### src/rtl/rotating_xbar_pkg.sv
// Shared types and constants for the rotating crossbar scheduler.
package rotating_xbar_pkg;

    // Default configuration of the scheduler
    localparam int unsigned DEF_NUM_DATA   = 4;
    localparam int unsigned DEF_DATA_WIDTH = 4;
    localparam int unsigned DEF_SEL_W      = $clog2(DEF_NUM_DATA);

    // Output buffer depth and occupancy encoding
    localparam int unsigned FIFO_DEPTH = 2;
    localparam int unsigned OCC_W      = $clog2(FIFO_DEPTH + 1);

    localparam logic [OCC_W-1:0] ST_EMPTY = OCC_W'(0);
    localparam logic [OCC_W-1:0] ST_ONE   = OCC_W'(1);
    localparam logic [OCC_W-1:0] ST_FULL  = OCC_W'(FIFO_DEPTH);

    // Lane, select and lane-vector types for the default configuration
    typedef logic [DEF_DATA_WIDTH-1:0]                    lane_t;
    typedef logic [DEF_SEL_W-1:0]                         sel_t;
    typedef logic [DEF_NUM_DATA-1:0][DEF_DATA_WIDTH-1:0]  lane_vec_t;

endpackage

### src/rtl/rotating_xbar.sv
// Combinational lane rotator: lane j of the output takes input lane (ptr + j) mod NUM_DATA.
module rotating_xbar
    import rotating_xbar_pkg::*;
#(
    parameter int unsigned  NUM_DATA   = DEF_NUM_DATA,
    parameter int unsigned  DATA_WIDTH = DEF_DATA_WIDTH,
    localparam int unsigned SEL_W      = $clog2(NUM_DATA)
) (
    input  logic [NUM_DATA-1:0][DATA_WIDTH-1:0] data_i,
    input  logic [SEL_W-1:0]                    ptr_i,
    output logic [NUM_DATA-1:0][DATA_WIDTH-1:0] rotated_c_o
);

    // Index arithmetic wraps naturally because NUM_DATA is a power of two
    for (genvar j = 0; j < NUM_DATA; j++) begin : g_lane
        assign rotated_c_o[j] = data_i[SEL_W'(ptr_i + SEL_W'(j))];
    end

endmodule

### src/rtl/rotating_xbar_sched.sv
// Rotating crossbar scheduler: rotates each accepted beat by a running pointer
// and holds up to two rotated beats for a ready/valid downstream.
module rotating_xbar_sched
    import rotating_xbar_pkg::*;
#(
    parameter int unsigned  NUM_DATA   = DEF_NUM_DATA,
    parameter int unsigned  DATA_WIDTH = DEF_DATA_WIDTH,
    localparam int unsigned SEL_W      = $clog2(NUM_DATA)
) (
    input  logic                                clk_i,
    input  logic                                arst_ni,
    input  logic                                clear_i,
    input  logic [SEL_W-1:0]                    step_i,
    input  logic [NUM_DATA-1:0][DATA_WIDTH-1:0] data_i,
    input  logic                                data_valid_i,
    output logic                                data_ready_o,
    output logic [NUM_DATA-1:0][DATA_WIDTH-1:0] data_o,
    output logic [SEL_W-1:0]                    select_o,
    output logic                                data_valid_o,
    input  logic                                data_ready_i
);

    typedef logic [NUM_DATA-1:0][DATA_WIDTH-1:0] vec_t;

    logic [OCC_W-1:0] occ_q, occ_d;
    logic [SEL_W-1:0] ptr_q, ptr_d;
    vec_t             head_q, head_d;
    logic [SEL_W-1:0] head_sel_q, head_sel_d;
    vec_t             tail_q, tail_d;
    logic [SEL_W-1:0] tail_sel_q, tail_sel_d;
    logic             valid_q, valid_d;
    logic             ready_q, ready_d;

    vec_t             rotated_c;
    logic             push_c;
    logic             pop_c;

    rotating_xbar #(
        .NUM_DATA   (NUM_DATA),
        .DATA_WIDTH (DATA_WIDTH)
    ) u_rotating_xbar (
        .data_i      (data_i),
        .ptr_i       (ptr_q),
        .rotated_c_o (rotated_c)
    );

    // State register: occupancy, pointer, two buffer slots and output flags
    always_ff @(posedge clk_i or negedge arst_ni) begin
        if (!arst_ni) begin
            occ_q      <= ST_EMPTY;
            ptr_q      <= '0;
            head_q     <= '0;
            head_sel_q <= '0;
            tail_q     <= '0;
            tail_sel_q <= '0;
            valid_q    <= 1'b0;
            ready_q    <= 1'b1;
        end else begin
            occ_q      <= occ_d;
            ptr_q      <= ptr_d;
            head_q     <= head_d;
            head_sel_q <= head_sel_d;
            tail_q     <= tail_d;
            tail_sel_q <= tail_sel_d;
            valid_q    <= valid_d;
            ready_q    <= ready_d;
        end
    end

    // Next-state: push/pop handshakes, FIFO shifting, pointer advance and flush
    always_comb begin
        occ_d      = occ_q;
        ptr_d      = ptr_q;
        head_d     = head_q;
        head_sel_d = head_sel_q;
        tail_d     = tail_q;
        tail_sel_d = tail_sel_q;
        push_c     = data_valid_i && ready_q && !clear_i;
        pop_c      = valid_q && data_ready_i && !clear_i;

        if (clear_i) begin
            occ_d      = ST_EMPTY;
            ptr_d      = '0;
            head_sel_d = '0;
        end else begin
            if (push_c) begin
                ptr_d = ptr_q + step_i;
            end
            case (occ_q)
                ST_EMPTY: begin
                    if (push_c) begin
                        head_d     = rotated_c;
                        head_sel_d = ptr_q;
                        occ_d      = ST_ONE;
                    end
                end
                ST_ONE: begin
                    if (push_c && pop_c) begin
                        head_d     = rotated_c;
                        head_sel_d = ptr_q;
                    end else if (push_c) begin
                        tail_d     = rotated_c;
                        tail_sel_d = ptr_q;
                        occ_d      = ST_FULL;
                    end else if (pop_c) begin
                        head_sel_d = '0;
                        occ_d      = ST_EMPTY;
                    end
                end
                ST_FULL: begin
                    // No push is possible here: ready was low this cycle
                    if (pop_c) begin
                        head_d     = tail_q;
                        head_sel_d = tail_sel_q;
                        occ_d      = ST_ONE;
                    end
                end
                default: begin
                    occ_d      = ST_EMPTY;
                    head_sel_d = '0;
                end
            endcase
        end

        valid_d = (occ_d != ST_EMPTY);
        ready_d = (occ_d != ST_FULL);
    end

    assign data_o       = head_q;
    assign select_o     = head_sel_q;
    assign data_valid_o = valid_q;
    assign data_ready_o = ready_q;

endmodule

### config.mk
export PLATFORM = sky130hd
export DESIGN_NAME = rotating_xbar_sched
export DESIGN_NICKNAME = d
export VERILOG_FILES = /design/src/rtl/rotating_xbar_pkg.sv /design/src/rtl/rotating_xbar.sv /design/src/rtl/rotating_xbar_sched.sv
export SDC_FILE = /design/constraint.sdc
export NUM_CORES = 1
export LEC_CHECK = 0
export BUFFER_PORTS_ARGS = -buffer_cell sky130_fd_sc_hd__buf_2
export CORE_MARGIN = 2
export CORE_UTILIZATION = 60
export DETAILED_ROUTE_END_ITERATION = 10
export GPL_TIMING_DRIVEN = 0
export PLACE_DENSITY = 0.87
export SYNTH_ARGS = -nofsm -noshare
export SYNTH_HDL_FRONTEND = slang
export SYNTH_SLANG_ARGS = --single-unit
export TNS_END_PERCENT = 30
### constraint.sdc
create_clock -name clk_i -period 5.4 [get_ports clk_i]
set_clock_uncertainty 0.05 [all_clocks]
set_input_delay 0.54 -clock clk_i [delete_from_list [all_inputs] [get_ports clk_i]]
set_output_delay 0.54 -clock clk_i [all_outputs]
set_load 0.01 [all_outputs]
# Word level (Yosys, flattened, before mapping)

Cells that the tools add are included.

Bits in registers: 42
Latch bits: 0
Memory bits (writable): 0
Memory bits (read-only): 0
Input port bits: 23
Output and inout bits: 20
Logic and storage cells: 75
Memories kept: 0

Add/subtract/negate cells: 4
$mul: 0
Divide/modulo/power cells: 0
Magnitude comparators: 4
Equal/unequal tests: 10
Shift-type cells: 0
Mux-type cells: 28
Bitwise operators: 2
Reduce and logical (&&, ||, !) cells: 13

Operators by type and width:

| cell                                                        | count |
|---|---|
| two-way mux 16 bit                                          | 3 |
| one-hot mux 16 bit (3 select lines)                         | 1 |
| binary-select mux 4 bit (select 2 bit)                      | 4 |
| two-way mux 2 bit                                           | 14 |
| two-way mux 4 bit                                           | 4 |
| less-than comparator 2 x 3 -> 1 bit (second input constant) | 4 |
| one-hot mux 2 bit (3 select lines)                          | 2 |
| inequality test 2 bit (second input constant)               | 4 |
| inequality test 4 bit (second input constant)               | 2 |
| AND reduction 4 bit                                         | 2 |
| inequality test 3 bit (second input constant)               | 2 |
| logical AND 1 bit                                           | 5 |
| AND reduction 5 bit                                         | 1 |
| adder 2 bit (second input constant)                         | 2 |
| nonzero test 2 bit                                          | 2 |
| nonzero test 3 bit                                          | 1 |
| adder 2 x 1 -> 2 bit (second input constant)                | 1 |
| adder 2 bit                                                 | 1 |
| equality test 2 x 1 -> 1 bit (second input constant)        | 1 |
| equality test 2 bit (second input constant)                 | 1 |
| logical NOT 2 bit                                           | 1 |
| NOT 1 bit                                                   | 2 |
| logical NOT 1 bit                                           | 1 |

# Depth between registers and ports, before layout

Gate-level depths: netlist (run 1).

Word-level depth: 8
Mapped depth: 6
Depth with buffers taken out: 4

# Hierarchy

Synthesis (run 1) repeated with hierarchy kept, for this count alone.

Cell total of the unflattened synthesis: 202
Area total of the unflattened synthesis: 2630.0 µm²

By module, submodules not included:

| module              | instances | cells an instance | area each (µm²) | seq. area each (µm²) |
|---|---|---|---|---|
| rotating_xbar_sched | 1         | 182               | 2183.3          | 1052.3 |
| rotating_xbar       | 1         | 20                | 446.7           | 0.0 |

# Worst setup path after synthesis (run 1)

No wires, ideal clock.

Path kind: flip-flop to flip-flop
Start: register ready_q (netlist: data_ready_o)
End: register head_q (netlist bit data_o[10])
Setup time: 0.092 ns
Data arrival time: 1.758 ns
Required time: 5.258 ns
Slack: 3.500 ns
Stages on the path, launching flop included: 7
Buffers on the path: 2
Clock period less this slack: 1.900 ns
Path through: dfstp_2 -> nand2_2 -> o32a_4 -> or2_1 -> buf_6 -> buf_12 -> o31ai_2

Longest elaborated chain between the ends: 5
Elaborated cells between the ends (all ways): 6
Those cells by class: 2 x eq/ne; 4 x reduce/logical

Ends and longest elaborated chain:

| element                             | line                      | source |
|---|---|---|
| from (decl)                         | rotating_xbar_sched.sv:32 | `logic ready_q, ready_d;` |
| from (signal assigned)              | rotating_xbar_sched.sv:66 | `ready_q <= ready_d;` |
| logical AND 1 bit (*) (2 in series) | rotating_xbar_sched.sv:78 | `push_c = data_valid_i && ready_q && !clear_i;` |
| logical AND 1 bit                   | rotating_xbar_sched.sv:98 | `if (push_c && pop_c) begin` |
| inequality test 2 bit (no line)     | -                         |  |
| AND reduction 5 bit (no line) (*)   | -                         |  |
| to (signal assigned)                | rotating_xbar_sched.sv:52 | `head_q <= '0;` |
| to (signal assigned)                | rotating_xbar_sched.sv:61 | `head_q <= head_d;` |
| to (decl)                           | rotating_xbar_sched.sv:27 | `vec_t head_q, head_d;` |

Every way passes the cells marked *; elsewhere a longest branch is shown, timed or not.
A chain may end at the register's enable or synchronous reset.

# Worst setup path after layout (run 1)

Start: register occ_q[0]
End: register head_q (netlist bit data_o[6])

Longest elaborated chain between the ends: 3
Elaborated cells between the ends (all ways): 9
Those cells by class: 5 x eq/ne; 1 x mux; 3 x reduce/logical

Ends and longest elaborated chain:

| element                                                                      | line                      | source |
|---|---|---|
| from (decl)                                                                  | rotating_xbar_sched.sv:25 | `logic [OCC_W-1:0] occ_q, occ_d;` |
| from (signal assigned)                                                       | rotating_xbar_sched.sv:50 | `occ_q <= ST_EMPTY;` |
| from (signal assigned)                                                       | rotating_xbar_sched.sv:59 | `occ_q <= occ_d;` |
| equality test 2 x 1 -> 1 bit (tied with other cells)                         | rotating_xbar_sched.sv:89 | `case (occ_q)` |
| inequality test 2 bit (no line) / nonzero test 3 bit (equally long branches) | -                         |  |
| AND reduction 5 bit (no line)                                                | -                         |  |

Several ways; a longest one is shown, not always the timed one.

==> impl_metrics.sql, run 1 <==
INSERT INTO impl_metrics (metric_group, metric, value, unit) VALUES
('critical_path', 'timing.reg2reg.setup_slack', '3230', 'ps'),
('sta', 'finalHoldViolCount', '0', ''),
('placed_design', 'gpl.final_weighted_congestion', '0.881', ''),
('detailed_routing', 'drt_iter0_drc', '188', ''),
('layout', 'commonest_cells_after_routing_fill_and_taps_aside', '47 x sky130_fd_sc_hd__buf_2, 41 x sky130_fd_sc_hd__dfrtp_1, 31 x sky130_fd_sc_hd__o21ai_0', ''),
('sta', 'setup_ws', '3230', 'ps'),
('grt', 'gr-usage-met2', '48.1', '%'),
('power', 'power_frac_seq', '47.0', '%'),
('sta', 'timing_worst_slew_pin_value', '934', 'ps'),
('yosys', 'synth-edff-count', '0', ''),
('clock_network', 'htree_num_levels', '2', ''),
('critical_path', 'worst-endpoint-arrival', '2330', 'ps'),
('grt', 'grt_antenna_before_repair', '0', ''),
('detailed_routing', 'overall_via_count_from_detail_route', '2060', ''),
('clock_network', 'worst_skew_pair.late_latency', '300', 'ps'),
('outcome', 'outcome', 'completed', ''),
('grt', 'grt-ovfl-total', '0', ''),
('yosys', 'synth.area.top_cells', 'sky130_fd_sc_hd__dfrtp_1 43%, sky130_fd_sc_hd__mux2_2 9.5%, sky130_fd_sc_hd__mux2i_1 6.8%', ''),
('critical_path', 'path_class', 'register to register', ''),
('power', 'clkPwrFrac', '21.7', '%'),
('sta', 'setup-tns-final', '0', 'ps'),
('sta', 'finalWorstPathRequiredPeriod', '2170', 'ps'),
('layout', 'final_net_count', '306', ''),
('die', 'ioPinCount', '43', ''),
('placed_design', 'detailedPlace.worstSlack', '3270', 'ps'),
('sta', 'headroom_to_the_max_slew_limit', '37.7', '%'),
('detailed_routing', 'routed_via_density', '6.22', ''),
('yosys', 'total_of_flip_flops_plus_latches_after_synthesis', '42', ''),
('clock_network', 'clk_pin_slew_worst_paths', '80', 'ps'),
('clock_network', 'cts-buffers-inserted', '5', ''),
('placed_design', 'io_buffers', '41', ''),
('grt', 'top_usage_layer', 'met2', ''),
('die', 'std_cell_rows', '22', ''),
('die', 'die_ar', '4450', 'sq um'),
('layout', 'final_common_cell', 'sky130_fd_sc_hd__buf_2', ''),
('sta', 'max_clock_freq', '462', 'MHz'),
('power', 'p_sw', '0.000342', 'W'),
('yosys', 'netlist.area_leader.share', '43.5', '%'),
('sta', 'setup_violations', '0', ''),
('critical_path', 'reg2reg_depth', '6', ''),
('run', 'drv_cap', '0', ''),
('die', 'coreArea', '3720', 'sq um'),
('yosys', 'synth_area_per_cell', '10.1', 'sq um'),
('power', 'share_comb_of_total_power', '31.2', '%'),
('critical_path', 'r2r-end', 'data_o[6]', ''),
('power', 'p_sw_share', '34.4', '%'),
('power', 'power.ir.vdd_worst', '0.000263', 'V'),
('grt', 'grt_first_pass_wirelength', '9710', 'microns'),
('yosys', 'syn-num-nets', '258', ''),
('detailed_routing', 'post-route-drc-count', '0', ''),
('clock_network', 'cts.repair.resized', '0', ''),
('grt', 'grtUsageMet3', '5.74', '%'),
('die', 'initial_utilization', '63.5', '%'),
('detailed_routing', 'totalWireLength', '5870', 'microns'),
('clock_network', 'root_buffer', 'sky130_fd_sc_hd__clkbuf_8', ''),
('clock_network', 'cts.path.max_buffers', '2', ''),
('clock_network', 'cts.hold.buffers_added', '0', ''),
('power', 'cellPowerDensity', '366', 'nW/um^2'),
('layout', 'num_antenna_cells', '0', ''),
('critical_path', 'maximum_net_fanout_on_the_critical_path', '10', ''),
('sta', 'period_share', '40.1', '%'),
('yosys', 'synthesized_netlist_cell_count', '234', ''),
('yosys', 'synthDominantAreaCellType', 'sky130_fd_sc_hd__dfrtp_1', ''),
('layout', 'register_area', '1050', 'sq um'),
('power', 'p_int', '0.000652', 'W'),
('clock_network', 'clkSinkCount', '42', ''),
('grt', 'global_route.usage.total', '29.4', '%'),
('yosys', 'synth-seq-area-share', '44.6', '%'),
('yosys', 'synth.yosys.warnings', '0', ''),
('die', 'die_w', '66.7', 'microns'),
('die', 'die-height', '66.7', 'microns');
-- cell type report --
| type | instances | area share, % |
|---|---|---|
| multi-input cells | 171 | 43.8 |
| repair buffers | 41 | 7.55 |
| clock buffers | 7 | 3.18 |
| plain buffers | 21 | 4.33 |
| clock inverters | 1 | 0.184 |
| flip-flops and latches | 42 | 38.7 |
| well taps | 48 | 2.21 |
-- per-layer routing --
layer	vias to the layer above	wire length, microns	part of all wire [%]
li1	957	-	-
met1	998	2610	45
met2	88	2730	47
met3	17	375	6.4
met4	0	149	2.5
met5	-	0	0
-- stage by stage --
step / instance area, sq um / util, % / total power [W] / instances / hold slack [ps]
after floorplan: 2360 / - / 0.000668 / 234 / 194
after global placement: 2630 / 70.7 / 0.000765 / 323 / 417
after detailed placement: 2630 / 70.7 / 0.000781 / 323 / 423
after CTS: 2720 / 73.1 / 0.000993 / 331 / 356
after global routing: 2720 / 73.1 / 0.00105 / 331 / 407
final: 2720 / 73.1 / 0.000994 / 331 / 325
-- Yosys cell counts, types with 3 or more instances --
cell type / count
sky130_fd_sc_hd__dfrtp_1: 41
sky130_fd_sc_hd__o31ai_1: 7
sky130_fd_sc_hd__a21oi_1: 7
sky130_fd_sc_hd__nand2b_1: 4
sky130_fd_sc_hd__o22ai_1: 16
sky130_fd_sc_hd__nor2_1: 20
sky130_fd_sc_hd__nand2_1: 20
sky130_fd_sc_hd__o31ai_2: 9
sky130_fd_sc_hd__nor2b_1: 3
sky130_fd_sc_hd__mux2_2: 20
sky130_fd_sc_hd__clkbuf_1: 8
sky130_fd_sc_hd__buf_1: 4
sky130_fd_sc_hd__mux2i_1: 16
sky130_fd_sc_hd__o21ai_0: 31
sky130_fd_sc_hd__buf_2: 6
-- flip-flops by register name, indices dropped and copies added, names as in the netlist --
register      flops
data_o           16
data_ready_o      1
data_valid_o      1
occ_q             2
ptr_q             2
select_o          2
tail_q           16
tail_sel_q        2
-- worst max path at each step --
stage                     slack (ps)  cells past startpoint         end    startpoint
after CTS                       3290                      6   data_o[9]      occ_q[0]
after floorplan                 3500                      6  data_o[10]  data_ready_o
after global routing            3130                      6   data_o[5]      occ_q[0]
after detailed placement        3270                      7   data_o[9]  data_valid_i
after global placement          3310                      7   data_o[7]  data_valid_i
final                           3230                      6   data_o[6]      occ_q[0]
-- logic make-up after synthesis --
kind of cell	Yosys count	share of synthesized area [%]
xor+xnor	1	0.371
flops	42	44.6
mux	36	16.3
simple gates	52	9.54
compound gates	81	23.7
fa+ha+maj	1	0.530
buf+inv	21	4.98
-- power groups by stage --
stage / Combinational, W / Sequential [W] / Clock [W]
2_1_floorplan: 0.000188 / 0.000480 / 0
3_3_place_gp: 0.000300 / 0.000465 / 0
3_5_place_dp: 0.000310 / 0.000471 / 0
4_1_cts: 0.000311 / 0.000466 / 0.000216
5_1_grt: 0.000347 / 0.000478 / 0.000227
6_report: 0.000310 / 0.000468 / 0.000216
-- worst max-delay path, cell delays in order, from the launching register on --
cell                       delay (ps)
sky130_fd_sc_hd__dfrtp_1          450
sky130_fd_sc_hd__nand2b_1         240
sky130_fd_sc_hd__buf_2            220
sky130_fd_sc_hd__nand2_1          260
sky130_fd_sc_hd__clkbuf_1         450
sky130_fd_sc_hd__o22ai_1          180
sky130_fd_sc_hd__o31ai_1          220
No activity file was read; power rests on OpenSTA's default activity.
==> inputs of run 2 (changes only) <==
CORE_UTILIZATION = 55   (was 60)
PLACE_DENSITY = 0.81   (was 0.87)
clock period = 2.12 ns   (was 5.4 ns; I/O delays follow)
==> run 2 against run 1 <==
Against the previous run: the flow now finishes with violations (negative hold slack); clock power increased to 2.9 times the previous value; via count decreased by 3.1%; combinational power rose to 2.6 times the previous value; critical path depth is the same; worst setup slack worse by 3100 ps; fmax is 6.5% higher; cell count is 0.30% higher; register-to-register slack worse by 3100 ps; flip-flop and latch count is the same; largest cell class unchanged; worst hold slack worse by 330 ps; utilization shrank 5.8 points; wire length fell by 0.77%.
==> impl_metrics.sql, run 2 (synthesis results as in run 1) <==
INSERT INTO impl_metrics (metric_group, metric, value, unit) VALUES
('clock_network', 'worst_skew_pair.late_latency', '300', 'ps'),
('die', 'coreArea', '4060', 'sq um'),
('clock_network', 'clkSinkCount', '42', ''),
('grt', 'grt_antenna_before_repair', '0', ''),
('layout', 'final_layout_size_suffix_gt1_share', '32.6', '%'),
('placed_design', 'gpl.final_weighted_congestion', '0.824', ''),
('layout', 'final_net_count', '305', ''),
('outcome', 'violations', 'negative hold slack', ''),
('detailed_routing', 'first_pass_iters', '5', ''),
('clock_network', 'htree_num_levels', '2', ''),
('grt', 'grt_first_pass_wirelength', '9900', 'microns'),
('detailed_routing', 'post-route-drc-count', '0', ''),
('sta', 'finalHoldViolCount', '7', ''),
('die', 'die-height', '69.5', 'microns'),
('min_path', 'hold_path_class', 'input port to asynchronous set/reset pin', ''),
('critical_path', 'worst_path_dominant_cell_family', 'compound AO/OA/AOI/OAI gates', ''),
('grt', 'grt_start_max_net_pins', '43', ''),
('critical_path', 'maximum_net_fanout_on_the_critical_path', '10', ''),
('sta', 'max_clock_freq', '492', 'MHz'),
('placed_design', 'io_buffers', '41', ''),
('layout', 'final_common_cell', 'sky130_fd_sc_hd__buf_2', ''),
('critical_path', 'critPathCaptureType', 'register', ''),
('power', 'total_leakage_power', '1.22', 'nW'),
('sta', 'setup_repair_after_global_routing_missed_its_margin', 'yes', ''),
('sta', 'setup_violations', '0', ''),
('layout', 'layoutNonFillerInstCount', '332', ''),
('layout', 'layout.core_utilization', '67.4', '%'),
('layout', 'commonest_cells_after_routing_fill_and_taps_aside', '47 x sky130_fd_sc_hd__buf_2, 41 x sky130_fd_sc_hd__dfrtp_1, 30 x sky130_fd_sc_hd__o21ai_0', ''),
('detailed_routing', 'average_wire_length_per_cell_after_detail_routing', '17.5', 'microns'),
('placed_design', 'dp.cells', '325', ''),
('clock_network', 'root_buffer', 'sky130_fd_sc_hd__clkbuf_8', ''),
('die', 'die_w', '69.5', 'microns'),
('critical_path', 'reg2reg_depth', '6', ''),
('layout', 'num_antenna_cells', '0', ''),
('sta', 'period_share', '96.0', '%'),
('clock_network', 'postCtsSetupRepairBufs', '0', ''),
('die', 'die_ar', '4830', 'sq um'),
('critical_path', 'critical-path-slowest-cell', 'sky130_fd_sc_hd__dfstp_2', ''),
('critical_path', 'crit_chain', 'nand2_2, o32a_4, or2_1, buf_6, buf_12, o31ai_2', ''),
('critical_path', 'timing.reg2reg.setup_slack', '90', 'ps'),
('grt', 'grt-ovfl-total', '0', ''),
('placed_design', 'detailedPlace.worstSlack', '47.2', 'ps'),
('critical_path', 'timing.critical_path.required', '2280', 'ps'),
('critical_path', 'startpoint_type', 'register', ''),
('die', 'std_cell_rows', '23', ''),
('sta', 'headroom_to_the_max_slew_limit', '37.9', '%'),
('critical_path', 'path_class', 'register to register', ''),
('detailed_routing', 'totalWireLength', '5820', 'microns'),
('clock_network', 'cts.path.max_buffers', '2', ''),
('clock_network', 'cts-buffers-inserted', '5', ''),
('detailed_routing', 'detail-route-antenna-nets', '0', ''),
('clock_network', 'clk_pin_slew_worst_paths', '80', 'ps'),
('critical_path', 'max_stage_delay', '570', 'ps'),
('placed_design', 'post-dp-hpwl', '3980', 'microns'),
('layout', 'layout.filler_cells', '338', ''),
('critical_path', 'cp_num_cells', '6', ''),
('run', 'drv_cap', '0', ''),
('power', 'cellPowerDensity', '954', 'nW/um^2'),
('power', 'power.ir.vdd_worst', '0.000579', 'V'),
('sta', 'finalWorstPathRequiredPeriod', '2030', 'ps'),
('critical_path', 'worst-endpoint-arrival', '2200', 'ps'),
('detailed_routing', 'drt_iter0_drc', '133', ''),
('die', 'ioPinCount', '43', ''),
('clock_network', 'tritoncts', 'yes', ''),
('sta', 'timing.final.max_slew_violations', '0', ''),
('grt', 'grt_pass1_vias', '1995', ''),
('clock_network', 'cts.repair.resized', '0', ''),
('die', 'initial_utilization', '58.2', '%'),
('sta', 'setup_ws', '85.8', 'ps'),
('sta', 'worst_case_hold_slack', '-7.63', 'ps'),
('outcome', 'outcome', 'finished, violations left', ''),
('critical_path', 'worst-path-buf-inv', '2', ''),
('detailed_routing', 'overall_via_count_from_detail_route', '1997', ''),
('sta', 'timing_worst_slew_pin_value', '931', 'ps'),
('detailed_routing', 'routed_via_density', '6.02', ''),
('layout', 'area.growth.synth_to_final', '15.8', '%'),
('grt', 'global_route.usage.total', '26.1', '%'),
('clock_network', 'cts.hold.buffers_added', '0', '');
## run 2: through the flow
stage,total power [W],setup TNS [ps],cell area (sq um)
3_3_place_gp,0.00195,0,2630
6_report,0.00261,0,2730
2_1_floorplan,0.00170,0,2360
4_1_cts,0.00261,0,2740
5_1_grt,0.00276,-19.0,2730
3_5_place_dp,0.00198,0,2630
## run 2: final timing paths
kind	start	end
hold / removal	arst_ni	select_o[1]
hold reg to reg	tail_q[12]	tail_q[12]
setup / recovery	data_ready_o	data_o[12]
setup reg to reg	data_ready_o	data_o[12]
max in group asynchronous	arst_ni	tail_q[13]
min in group clk_i	clear_i	select_o[0]
## run 2: report_power, final
group	switching (W)	internal [W]	total, W	leakage (nW)
clock network	0.000279	0.000353	0.000631	0.0524
logic	0.000445	0.000348	0.000793	0.635
registers	0.000134	0.00105	0.00118	0.531
## run 2: final cells by class
class                           instances  area, sq um  share of cell area (%)
Multi-Input combinational cell        171         1190                    43.6
Sequential cell                        42         1050                    38.5
Timing Repair Buffer                   41          205                    7.51
Buffer                                 20          116                    4.26
Clock buffer                            7         76.3                    2.79
Tap cell                               50         62.6                    2.29
Clock inverter                          1         30.0                    1.10
## run 2: per-layer routing
layer	part of all wire, %	track usage (%)
met5	0	0
met4	1.2	9.37
met3	5.4	4.07
met1	44	34.5
met2	50	43.4
